### config.mk
export PLATFORM = sky130hd
export DESIGN_NAME = pipe_stage_skid_reg
export DESIGN_NICKNAME = d
export VERILOG_FILES = /design/src/rtl/pipe_pkg.sv /design/src/rtl/pipe_entry_reg.sv /design/src/rtl/pipe_stage_skid_reg.sv
export SDC_FILE = /design/constraint.sdc
export NUM_CORES = 1
export LEC_CHECK = 0
export CAP_MARGIN = 0
export CORE_ASPECT_RATIO = 0.6
export CORE_UTILIZATION = 55
export CTS_BUF_LIST = sky130_fd_sc_hd__clkbuf_4 sky130_fd_sc_hd__clkbuf_8
export CTS_CLUSTER_SIZE = 20
export DETAILED_ROUTE_END_ITERATION = 10
export PLACE_DENSITY = 0.88
export SLEW_MARGIN = 20
export SYNTH_ARGS = -nofsm -noshare
export SYNTH_HDL_FRONTEND = slang
export SYNTH_SLANG_ARGS = --single-unit
### constraint.sdc
create_clock -name Clk -period 4.3 [get_ports Clk]
set_input_delay 0.86 -clock Clk [delete_from_list [all_inputs] [get_ports Clk]]
set_output_delay 0.86 -clock Clk [all_outputs]
set_load 0.01 [all_outputs]
### src/rtl/pipe_pkg.sv
//============================================================================
// Module : pipe_pkg
// Brief  : Shared widths, control-field offsets and entry opcodes for the
//          pipeline stage registers.
// Rev    : 1.0  initial release
//============================================================================
`default_nettype none

package pipe_pkg;

    localparam int IFID_CTRL_W  = 4;
    localparam int IFID_DATA_W  = 64;
    localparam int IDEX_CTRL_W  = 12;
    localparam int IDEX_DATA_W  = 128;
    localparam int EXMEM_CTRL_W = 12;
    localparam int EXMEM_DATA_W = 96;
    localparam int MEWB_CTRL_W  = 12;
    localparam int MEWB_DATA_W  = 64;

    // Control vector layout: [0] RegWrite, [1] MemWrite, [2] MemtoReg,
    // [6:3] Type, [11:7] WriteReg.
    localparam int CTRL_REGWRITE = 0;
    localparam int CTRL_MEMWRITE = 1;
    localparam int CTRL_MEMTOREG = 2;
    localparam int CTRL_TYPE_LSB = 3;
    localparam int CTRL_WREG_LSB = 7;

    typedef enum logic [1:0] {
        ENT_HOLD      = 2'd0,
        ENT_LOAD_IN   = 2'd1,
        ENT_LOAD_SKID = 2'd2,
        ENT_CLEAR     = 2'd3
    } ent_op_e;

endpackage

`default_nettype wire

### src/rtl/pipe_entry_reg.sv
//============================================================================
// Module : pipe_entry_reg
// Brief  : One valid+ctrl+data pipeline entry with load/clear and bubble
//          zeroing of the control bits.
// Rev    : 1.0  initial release
//============================================================================
`default_nettype none

module pipe_entry_reg #(
    parameter int CTRL_W              = 12,
    parameter int DATA_W              = 64,
    parameter int ZERO_DATA_ON_BUBBLE = 0
) (
    input  logic              Clk,
    input  logic              Rst_n,
    input  logic              Load,
    input  logic              Clear,
    input  logic [CTRL_W-1:0] LdCtrl,
    input  logic [DATA_W-1:0] LdData,
    output logic              Valid,
    output logic [CTRL_W-1:0] Ctrl,
    output logic [DATA_W-1:0] Data
);

    logic              r_valid;
    logic [CTRL_W-1:0] r_ctrl;
    logic [DATA_W-1:0] r_data;

    always_ff @(posedge Clk) begin
        if (!Rst_n) begin
            r_valid <= 1'b0;
            r_ctrl  <= '0;
            r_data  <= '0;
        end else if (Clear) begin
            // An invalid entry must never carry live control bits.
            r_valid <= 1'b0;
            r_ctrl  <= '0;
            if (ZERO_DATA_ON_BUBBLE != 0) begin
                r_data <= '0;
            end
        end else if (Load) begin
            r_valid <= 1'b1;
            r_ctrl  <= LdCtrl;
            r_data  <= LdData;
        end
    end

    assign Valid = r_valid;
    assign Ctrl  = r_ctrl;
    assign Data  = r_data;

endmodule

`default_nettype wire

### src/rtl/pipe_stage_skid_reg.sv
//============================================================================
// Module : pipe_stage_skid_reg
// Brief  : Valid/ready pipeline stage with 2-entry skid buffer, flush,
//          bubble squashing and a saturating stall counter.
// Rev    : 1.0  initial release
//============================================================================
`default_nettype none

module pipe_stage_skid_reg
    import pipe_pkg::*;
#(
    parameter int DATA_W              = MEWB_DATA_W,
    parameter int CTRL_W              = MEWB_CTRL_W,
    parameter int ZERO_DATA_ON_BUBBLE = 0,
    parameter int CNT_W               = 8
) (
    input  logic              Clk,
    input  logic              Rst_n,
    input  logic              Flush,
    input  logic              InValid,
    output logic              InReady,
    input  logic [CTRL_W-1:0] InCtrl,
    input  logic [DATA_W-1:0] InData,
    output logic              OutValid,
    input  logic              OutReady,
    output logic [CTRL_W-1:0] OutCtrl,
    output logic [DATA_W-1:0] OutData,
    output logic [1:0]        Occupancy,
    output logic [CNT_W-1:0]  StallCnt
);

    localparam logic [CNT_W-1:0] c_CNT_MAX = {CNT_W{1'b1}};

    logic              w_m_valid;
    logic [CTRL_W-1:0] w_m_ctrl;
    logic [DATA_W-1:0] w_m_data;
    logic              w_s_valid;
    logic [CTRL_W-1:0] w_s_ctrl;
    logic [DATA_W-1:0] w_s_data;

    logic              w_in_fire;
    logic              w_out_fire;
    ent_op_e           w_m_op;
    ent_op_e           w_s_op;
    logic              w_m_valid_nxt;
    logic              w_s_valid_nxt;
    logic [CTRL_W-1:0] w_m_ld_ctrl;
    logic [DATA_W-1:0] w_m_ld_data;

    logic              r_in_ready;
    logic [1:0]        r_occupancy;
    logic [CNT_W-1:0]  r_stall_cnt;

    assign w_in_fire  = InValid & r_in_ready;
    assign w_out_fire = w_m_valid & OutReady;

    always_comb begin
        w_m_op = ENT_HOLD;
        w_s_op = ENT_HOLD;
        if (Flush) begin
            w_m_op = ENT_CLEAR;
            w_s_op = ENT_CLEAR;
        end else if (!w_m_valid) begin
            if (w_in_fire) begin
                w_m_op = ENT_LOAD_IN;
            end
        end else if (w_out_fire) begin
            if (w_s_valid) begin
                w_m_op = ENT_LOAD_SKID;
                w_s_op = ENT_CLEAR;
            end else if (w_in_fire) begin
                w_m_op = ENT_LOAD_IN;
            end else begin
                w_m_op = ENT_CLEAR;
            end
        end else if (w_in_fire) begin
            w_s_op = ENT_LOAD_IN;
        end
    end

    always_comb begin
        w_m_valid_nxt = w_m_valid;
        w_s_valid_nxt = w_s_valid;
        if (w_m_op == ENT_CLEAR) begin
            w_m_valid_nxt = 1'b0;
        end else if (w_m_op != ENT_HOLD) begin
            w_m_valid_nxt = 1'b1;
        end
        if (w_s_op == ENT_CLEAR) begin
            w_s_valid_nxt = 1'b0;
        end else if (w_s_op != ENT_HOLD) begin
            w_s_valid_nxt = 1'b1;
        end
    end

    assign w_m_ld_ctrl = (w_m_op == ENT_LOAD_SKID) ? w_s_ctrl : InCtrl;
    assign w_m_ld_data = (w_m_op == ENT_LOAD_SKID) ? w_s_data : InData;

    pipe_entry_reg #(
        .CTRL_W              (CTRL_W),
        .DATA_W              (DATA_W),
        .ZERO_DATA_ON_BUBBLE (ZERO_DATA_ON_BUBBLE)
    ) u_main (
        .Clk    (Clk),
        .Rst_n  (Rst_n),
        .Load   ((w_m_op == ENT_LOAD_IN) || (w_m_op == ENT_LOAD_SKID)),
        .Clear  (w_m_op == ENT_CLEAR),
        .LdCtrl (w_m_ld_ctrl),
        .LdData (w_m_ld_data),
        .Valid  (w_m_valid),
        .Ctrl   (w_m_ctrl),
        .Data   (w_m_data)
    );

    pipe_entry_reg #(
        .CTRL_W              (CTRL_W),
        .DATA_W              (DATA_W),
        .ZERO_DATA_ON_BUBBLE (ZERO_DATA_ON_BUBBLE)
    ) u_skid (
        .Clk    (Clk),
        .Rst_n  (Rst_n),
        .Load   (w_s_op == ENT_LOAD_IN),
        .Clear  (w_s_op == ENT_CLEAR),
        .LdCtrl (InCtrl),
        .LdData (InData),
        .Valid  (w_s_valid),
        .Ctrl   (w_s_ctrl),
        .Data   (w_s_data)
    );

    // Ready and occupancy are registered from next-state so neither has a
    // combinational path from OutReady.
    always_ff @(posedge Clk) begin
        if (!Rst_n) begin
            r_in_ready  <= 1'b1;
            r_occupancy <= 2'd0;
            r_stall_cnt <= '0;
        end else begin
            r_in_ready  <= ~w_s_valid_nxt;
            r_occupancy <= {w_m_valid_nxt & w_s_valid_nxt, w_m_valid_nxt ^ w_s_valid_nxt};
            if (Flush) begin
                r_stall_cnt <= '0;
            end else if (w_m_valid && !OutReady && (r_stall_cnt != c_CNT_MAX)) begin
                r_stall_cnt <= r_stall_cnt + CNT_W'(1);
            end
        end
    end

    assign InReady   = r_in_ready;
    assign OutValid  = w_m_valid;
    assign OutCtrl   = w_m_ctrl;
    assign OutData   = w_m_data;
    assign Occupancy = r_occupancy;
    assign StallCnt  = r_stall_cnt;

endmodule

`default_nettype wire

==> flow_summary.json, run 1 <==
{
  "p_per_area_mw_per_mm2": 398,
  "clk_path_buf_depth": 2,
  "arrival_ns": 3.46,
  "wl_um": 19400,
  "gr-usage-met1_pct": 39.0,
  "track_usage_pct": 29.8,
  "synthArstFlopShare_pct": 0,
  "crit_type": "in2reg",
  "fp.dieH_um": 88.9,
  "hold_violations": 0,
  "grt.met2_usage_pct": 49.6,
  "vias": 6480,
  "setup_viol": 0,
  "diodes": 0,
  "ys.flop_type": "dfxtp_1",
  "max_stage_delay_ns": 0.61,
  "cts_made_buffers": 17,
  "hp-class": "reg2reg",
  "synth_fp_nets": 857,
  "ant_nets": 0,
  "worst-r2r-setup-slack_ns": 1.58,
  "clockRootBuffer": "clkbuf_8",
  "cts_resized": 0,
  "combPwrFrac_pct": 20.2,
  "leakagePower_nw": 3.00,
  "syn_area_mm2": 0.00692,
  "fin_tns_setup_ns": 0,
  "synth_top_area_share_pct": 47.8,
  "critPathBufInv": 2,
  "grtUsageMet3_pct": 6.49,
  "yosys_warnings": 0,
  "gp_congestion": 0.902,
  "port_buffers": 168,
  "num_io_pins": 169,
  "outcome": "finished clean",
  "clock_skew_ns": 0.0123,
  "syn_inst": 771,
  "cp_common_cell": "a211oi_1",
  "ys_seq_area_share_pct": 47.8,
  "fin_crit_ns": 3.16,
  "fin_crit_sh_pct": 73.4,
  "holdBufCountCts": 0,
  "grt_max_degree": 77,
  "cts_tree": "done",
  "grt_pass1_vias": 6042,
  "syn_to_final_growth_pct": 30.2,
  "yosysTopAreaCell": "dfxtp_1",
  "die_x_um": 147,
  "nets": 979,
  "ys_seq_elements": 165,
  "ir_worst_vdd_mv": 0.275,
  "power.switching_w": 0.00101,
  "crit_end": "u_main.Data[36]",
  "drive_gt1_share_pct": 5.96,
  "layout_common_cells": "clkdlybuf4s50_1 (167), dfxtp_1 (165), a211oi_1 (81), nand3_1 (81), a21oi_1 (80)",
  "die_area_mm2": 0.0130,
  "p_sw_share_pct": 28.1,
  "hpwl_um": 12400,
  "crit_path_start_kind": "input pin",
  "htreeDepth": 4,
  "p_seq_share_pct": 47.6,
  "r2r-start": "u_main.Valid",
  "path_clk_slew_ns": 0.09,
  "worst_setup_path_end_kind": "register",
  "cpLargestDelayFamily": "buffers and inverters",
  "post_drt_wl_per_cell_um": 18.1,
  "post-cts-setup-buffers": 0,
  "overflow": 0,
  "busiest_layer": "met2",
  "slew-limit-headroom_pct": 51.1,
  "power.internal_w": 0.00257,
  "cp.depth": 7,
  "synth_area_leaders": "dfxtp_1 (48%), mux2i_1 (11%), a211oi_1 (8.8%)",
  "dr.pass1.iters": 5,
  "grt_pass1_wl_um": 30600,
  "remaining_drc_errors": 0,
  "post_drt_via_cell_ratio": 6.05,
  "r2r_end": "u_main.Data[36]",
  "syn_avg_cell_area_um2": 8.97,
  "reg2reg_depth": 6,
  "layout_commonest_cell": "clkdlybuf4s50_1",
  "antenna_found_initial": 1,
  "drt_iter0_drc": 639,
  "clk_latency_ns": 0.45,
  "slew_viol_final": 0,
  "worst_hold_slack_ns": 0.478,
  "synth_cell_types": 32,
  "clockPowerShare_pct": 32.2,
  "cp.required_ns": 4.61,
  "cts_sinks": 165,
  "initial_core_util_pct": 57.0,
  "max_freq_mhz": 317,
  "max_cap_viol_count": 0,
  "num_rows": 31,
  "worst_pin_slew_ns": 0.734,
  "cp_slowest_cell": "ha_4",
  "crit_path_max_fanout": 32,
  "worstSetupStartpoint": "OutReady",
  "synth-edff-count": 0,
  "rsz0062_at_grt": "no",
  "path_cells": "clkdlybuf4s50_1, nor2b_1, a211oi_1, ha_4, buf_4, mux2i_1, a211oi_1",
  "core_area_mm2": 0.0121
}
==> worst min path at each step <==
stage / from / to / slack, ns / cells after the start
2_1_floorplan: u_skid.Ctrl[0] / u_skid.Ctrl[0] / 0.45 / 2
3_3_place_gp: u_skid.Data[43] / u_skid.Data[43] / 0.46 / 2
3_5_place_dp: u_skid.Data[32] / u_skid.Data[32] / 0.47 / 2
4_1_cts: u_skid.Data[16] / u_skid.Data[16] / 0.48 / 2
5_1_grt: u_skid.Data[50] / u_skid.Data[50] / 0.50 / 2
6_report: u_skid.Data[13] / u_skid.Data[13] / 0.48 / 2
==> sequential cells by signal, summed over array words and instances (netlist names) <==
register / count
u_skid.Data: 64
StallCnt: 8
u_main.Data: 64
u_skid.Ctrl: 12
u_main.Ctrl: 12
InReady: 1
u_skid.Valid: 1
Occupancy: 2
u_main.Valid: 1
==> cells by family after synthesis <==
| logic type | Yosys count | synth area share (%) |
|---|---|---|
| AO/OA/AOI/OAI | 245 | 20.9 |
| AND/OR/NAND/NOR | 194 | 13.3 |
| flip-flops | 165 | 47.8 |
| buffers and inverters | 83 | 5.70 |
| multiplexers | 79 | 11.4 |
| adder cells (fa/ha/maj) | 5 | 0.905 |
==> area by class of cell <==
cell class / instances / area (µm²)
sequential: 165 / 3300
multi-input combinational: 523 / 3240
fill: 839 / 3140
timing repair buffer: 182 / 1820
clock buffer: 22 / 290
tap: 165 / 206
clock inverter: 10 / 123
inverter: 4 / 16.3
==> cell usage after synthesis, types with 4 or more instances <==
cell type	n
a211oi_1	81
a21oi_1	80
buf_1	6
buf_2	18
buf_4	6
buf_6	5
clkbuf_1	44
dfxtp_1	165
ha_1	5
mux2i_1	79
nand2_1	8
nand2b_1	4
nand3_1	81
nor2_1	79
nor2b_1	4
o21ai_0	71
o21ai_1	6
==> worst min-delay path, delay by kind of cell (launching register included) <==
family,cells,cell delay [ns]
DFF,1,0.31
AOI/OAI and AO/OA,2,0.12
==> power by group through the flow <==
stage               combinational (W)  sequential [W]  clock, W
global route                 0.000774         0.00171   0.00123
floorplan                    0.000323         0.00176         0
CTS                          0.000719         0.00170   0.00116
global placement             0.000696         0.00173         0
finish                       0.000723         0.00170   0.00115
detailed placement           0.000714         0.00173         0
==> metrics by stage <==
step	utilization, %	cells	worst slack (ns)	cell area (µm²)	total power [W]
2_1_floorplan	-	771	1.76	6920	0.00209
3_3_place_gp	70.8	1039	0.849	8590	0.00243
3_5_place_dp	70.8	1039	0.696	8590	0.00245
4_1_cts	74.2	1071	1.18	9000	0.00358
5_1_grt	74.2	1071	0.998	9000	0.00371
6_report	74.2	1071	1.14	9000	0.00358
==> metal layers <==
metal,routed length (µm),vias to the layer above
met5,13,-
met4,266,2
met3,1660,29
met2,9030,304
met1,8470,3103
li1,-,3042
No activity file was read; power rests on OpenSTA's default activity.
==> run 2, diff against run 1 <==
- CORE_UTILIZATION: 55 -> 46
- PLACE_DENSITY: 0.88 -> 0.78
- clock period: 4.3 -> 2.68 ns (I/O delays scaled with it)
==> flow_summary.json, run 2 (synthesis gave the netlist of run 1 again) <==
{
  "wl_um": 18700,
  "drt_iter0_drc": 576,
  "slew-limit-headroom_pct": 50.0,
  "cts_sinks": 165,
  "arrival_ns": 2.66,
  "crit_type": "in2reg",
  "cts_made_buffers": 17,
  "overflow": 0,
  "max_freq_mhz": 432,
  "rsz0062_at_grt": "no",
  "cp.required_ns": 3.03,
  "gp_congestion": 0.773,
  "slew_viol_final": 0,
  "post_drt_via_cell_ratio": 5.65,
  "grt_max_degree": 77,
  "layout_commonest_cell": "clkdlybuf4s50_1",
  "setup_viol": 0,
  "fin_crit_sh_pct": 86.4,
  "worst_setup_path_end_kind": "register",
  "holdBufCountCts": 0,
  "cts_tree": "done",
  "clk_latency_ns": 0.44,
  "port_buffers": 168,
  "post_drt_wl_per_cell_um": 16.8,
  "clockRootBuffer": "clkbuf_8",
  "clk_path_buf_depth": 2,
  "initial_core_util_pct": 47.4,
  "ir_worst_vdd_mv": 0.319,
  "die_x_um": 160,
  "nets": 987,
  "dr.pass1.iters": 5,
  "core_area_mm2": 0.0146,
  "die_area_mm2": 0.0155,
  "remaining_drc_errors": 0,
  "syn_to_final_growth_pct": 33.9,
  "p_per_area_mw_per_mm2": 646,
  "pre_cts_slack_ns": -0.0839,
  "crit_path_max_fanout": 21,
  "clock_skew_ns": 0.0136,
  "crit_path_start_kind": "input pin",
  "worst_pin_slew_ns": 0.750,
  "hp-class": "in2reg",
  "fin_tns_setup_ns": 0,
  "num_io_pins": 169,
  "hold_violations": 0,
  "track_usage_pct": 23.8,
  "path_clk_slew_ns": 0.09,
  "antenna_found_initial": 0,
  "grt_pass1_vias": 5715,
  "num_rows": 34,
  "outcome": "finished clean",
  "layout_setup_ws_ns": 0.365,
  "max_cap_viol_count": 0,
  "hpwl_um": 11800,
  "post-cts-setup-buffers": 0,
  "htreeDepth": 4,
  "leakagePower_nw": 3.10,
  "fp.dieH_um": 97.0,
  "grt_pass1_wl_um": 29800,
  "finalCoreUtilization_pct": 63.5,
  "vias": 6285,
  "cts_resized": 0,
  "ant_nets": 0,
  "drive_gt1_share_pct": 6.78,
  "fin_crit_ns": 2.31,
  "layout_common_cells": "clkdlybuf4s50_1 (167), dfxtp_1 (165), a211oi_1 (81), nand3_1 (81), a21oi_1 (80)"
}
[run 2: final timing paths]
check	from	to	slack, ns	cells past startpoint
min	Flush	InReady	0.47	3
max reg2reg	InReady	u_main.Data[0]	0.56	7
max	InValid	u_main.Data[0]	0.37	8
min reg2reg	u_skid.Ctrl[2]	u_skid.Ctrl[2]	0.48	2
[run 2: worst max-delay path, stage by stage]
cell and delay [ns]:
clkdlybuf4s50_1 0.53, nand2_1 0.08, or2_2 0.29, a31o_2 0.29, ha_4 0.34, buf_4 0.26, nor2_1 0.09, a211oi_1 0.24
[run 2: power breakdown]
| part | internal [W] | leakage [nW] | switching, W |
|---|---|---|---|
| clock | 0.00114 | 0.233 | 0.000926 |
| sequential | 0.00262 | 1.35 | 0.000105 |
| combinational | 0.000614 | 1.52 | 0.000583 |
| total | 0.00437 | 3.10 | 0.00161 |
[run 2: area by class of cell]
| type | instances | area (µm²) |
|---|---|---|
| Inverter | 4 | 17.5 |
| Clock buffer | 22 | 297 |
| Sequential cell | 165 | 3300 |
| Multi-Input combinational cell | 523 | 3240 |
| Tap cell | 198 | 248 |
| Clock inverter | 10 | 168 |
| Timing Repair Buffer | 190 | 1980 |
| Antenna cell | 1 | 2.50 |
| Fill cell | 1207 | 5330 |
[run 2: routing by layer]
metal / routed length, µm / vias to the layer above / share of wire, % / track usage [%]
li1: - / 3048 / - / -
met1: 9030 / 2988 / 48 / 34.8
met2: 8130 / 235 / 43 / 34.4
met3: 1440 / 14 / 7.7 / 7.63
met4: 109 / 0 / 0.58 / 4.18
met5: 0 / - / 0 / 0
[run 2: metrics by stage]
| stage | area, µm² | cells | total power, W | hold WS, ns |
|---|---|---|---|---|
| floorplan | 6920 | 771 | 0.00335 | 0.452 |
| global placement | 8790 | 1080 | 0.00395 | 0.460 |
| detailed placement | 8790 | 1080 | 0.00397 | 0.466 |
| CTS | 9260 | 1112 | 0.00602 | 0.449 |
| global route | 9260 | 1112 | 0.00624 | 0.475 |
| finish | 9260 | 1113 | 0.00598 | 0.467 |
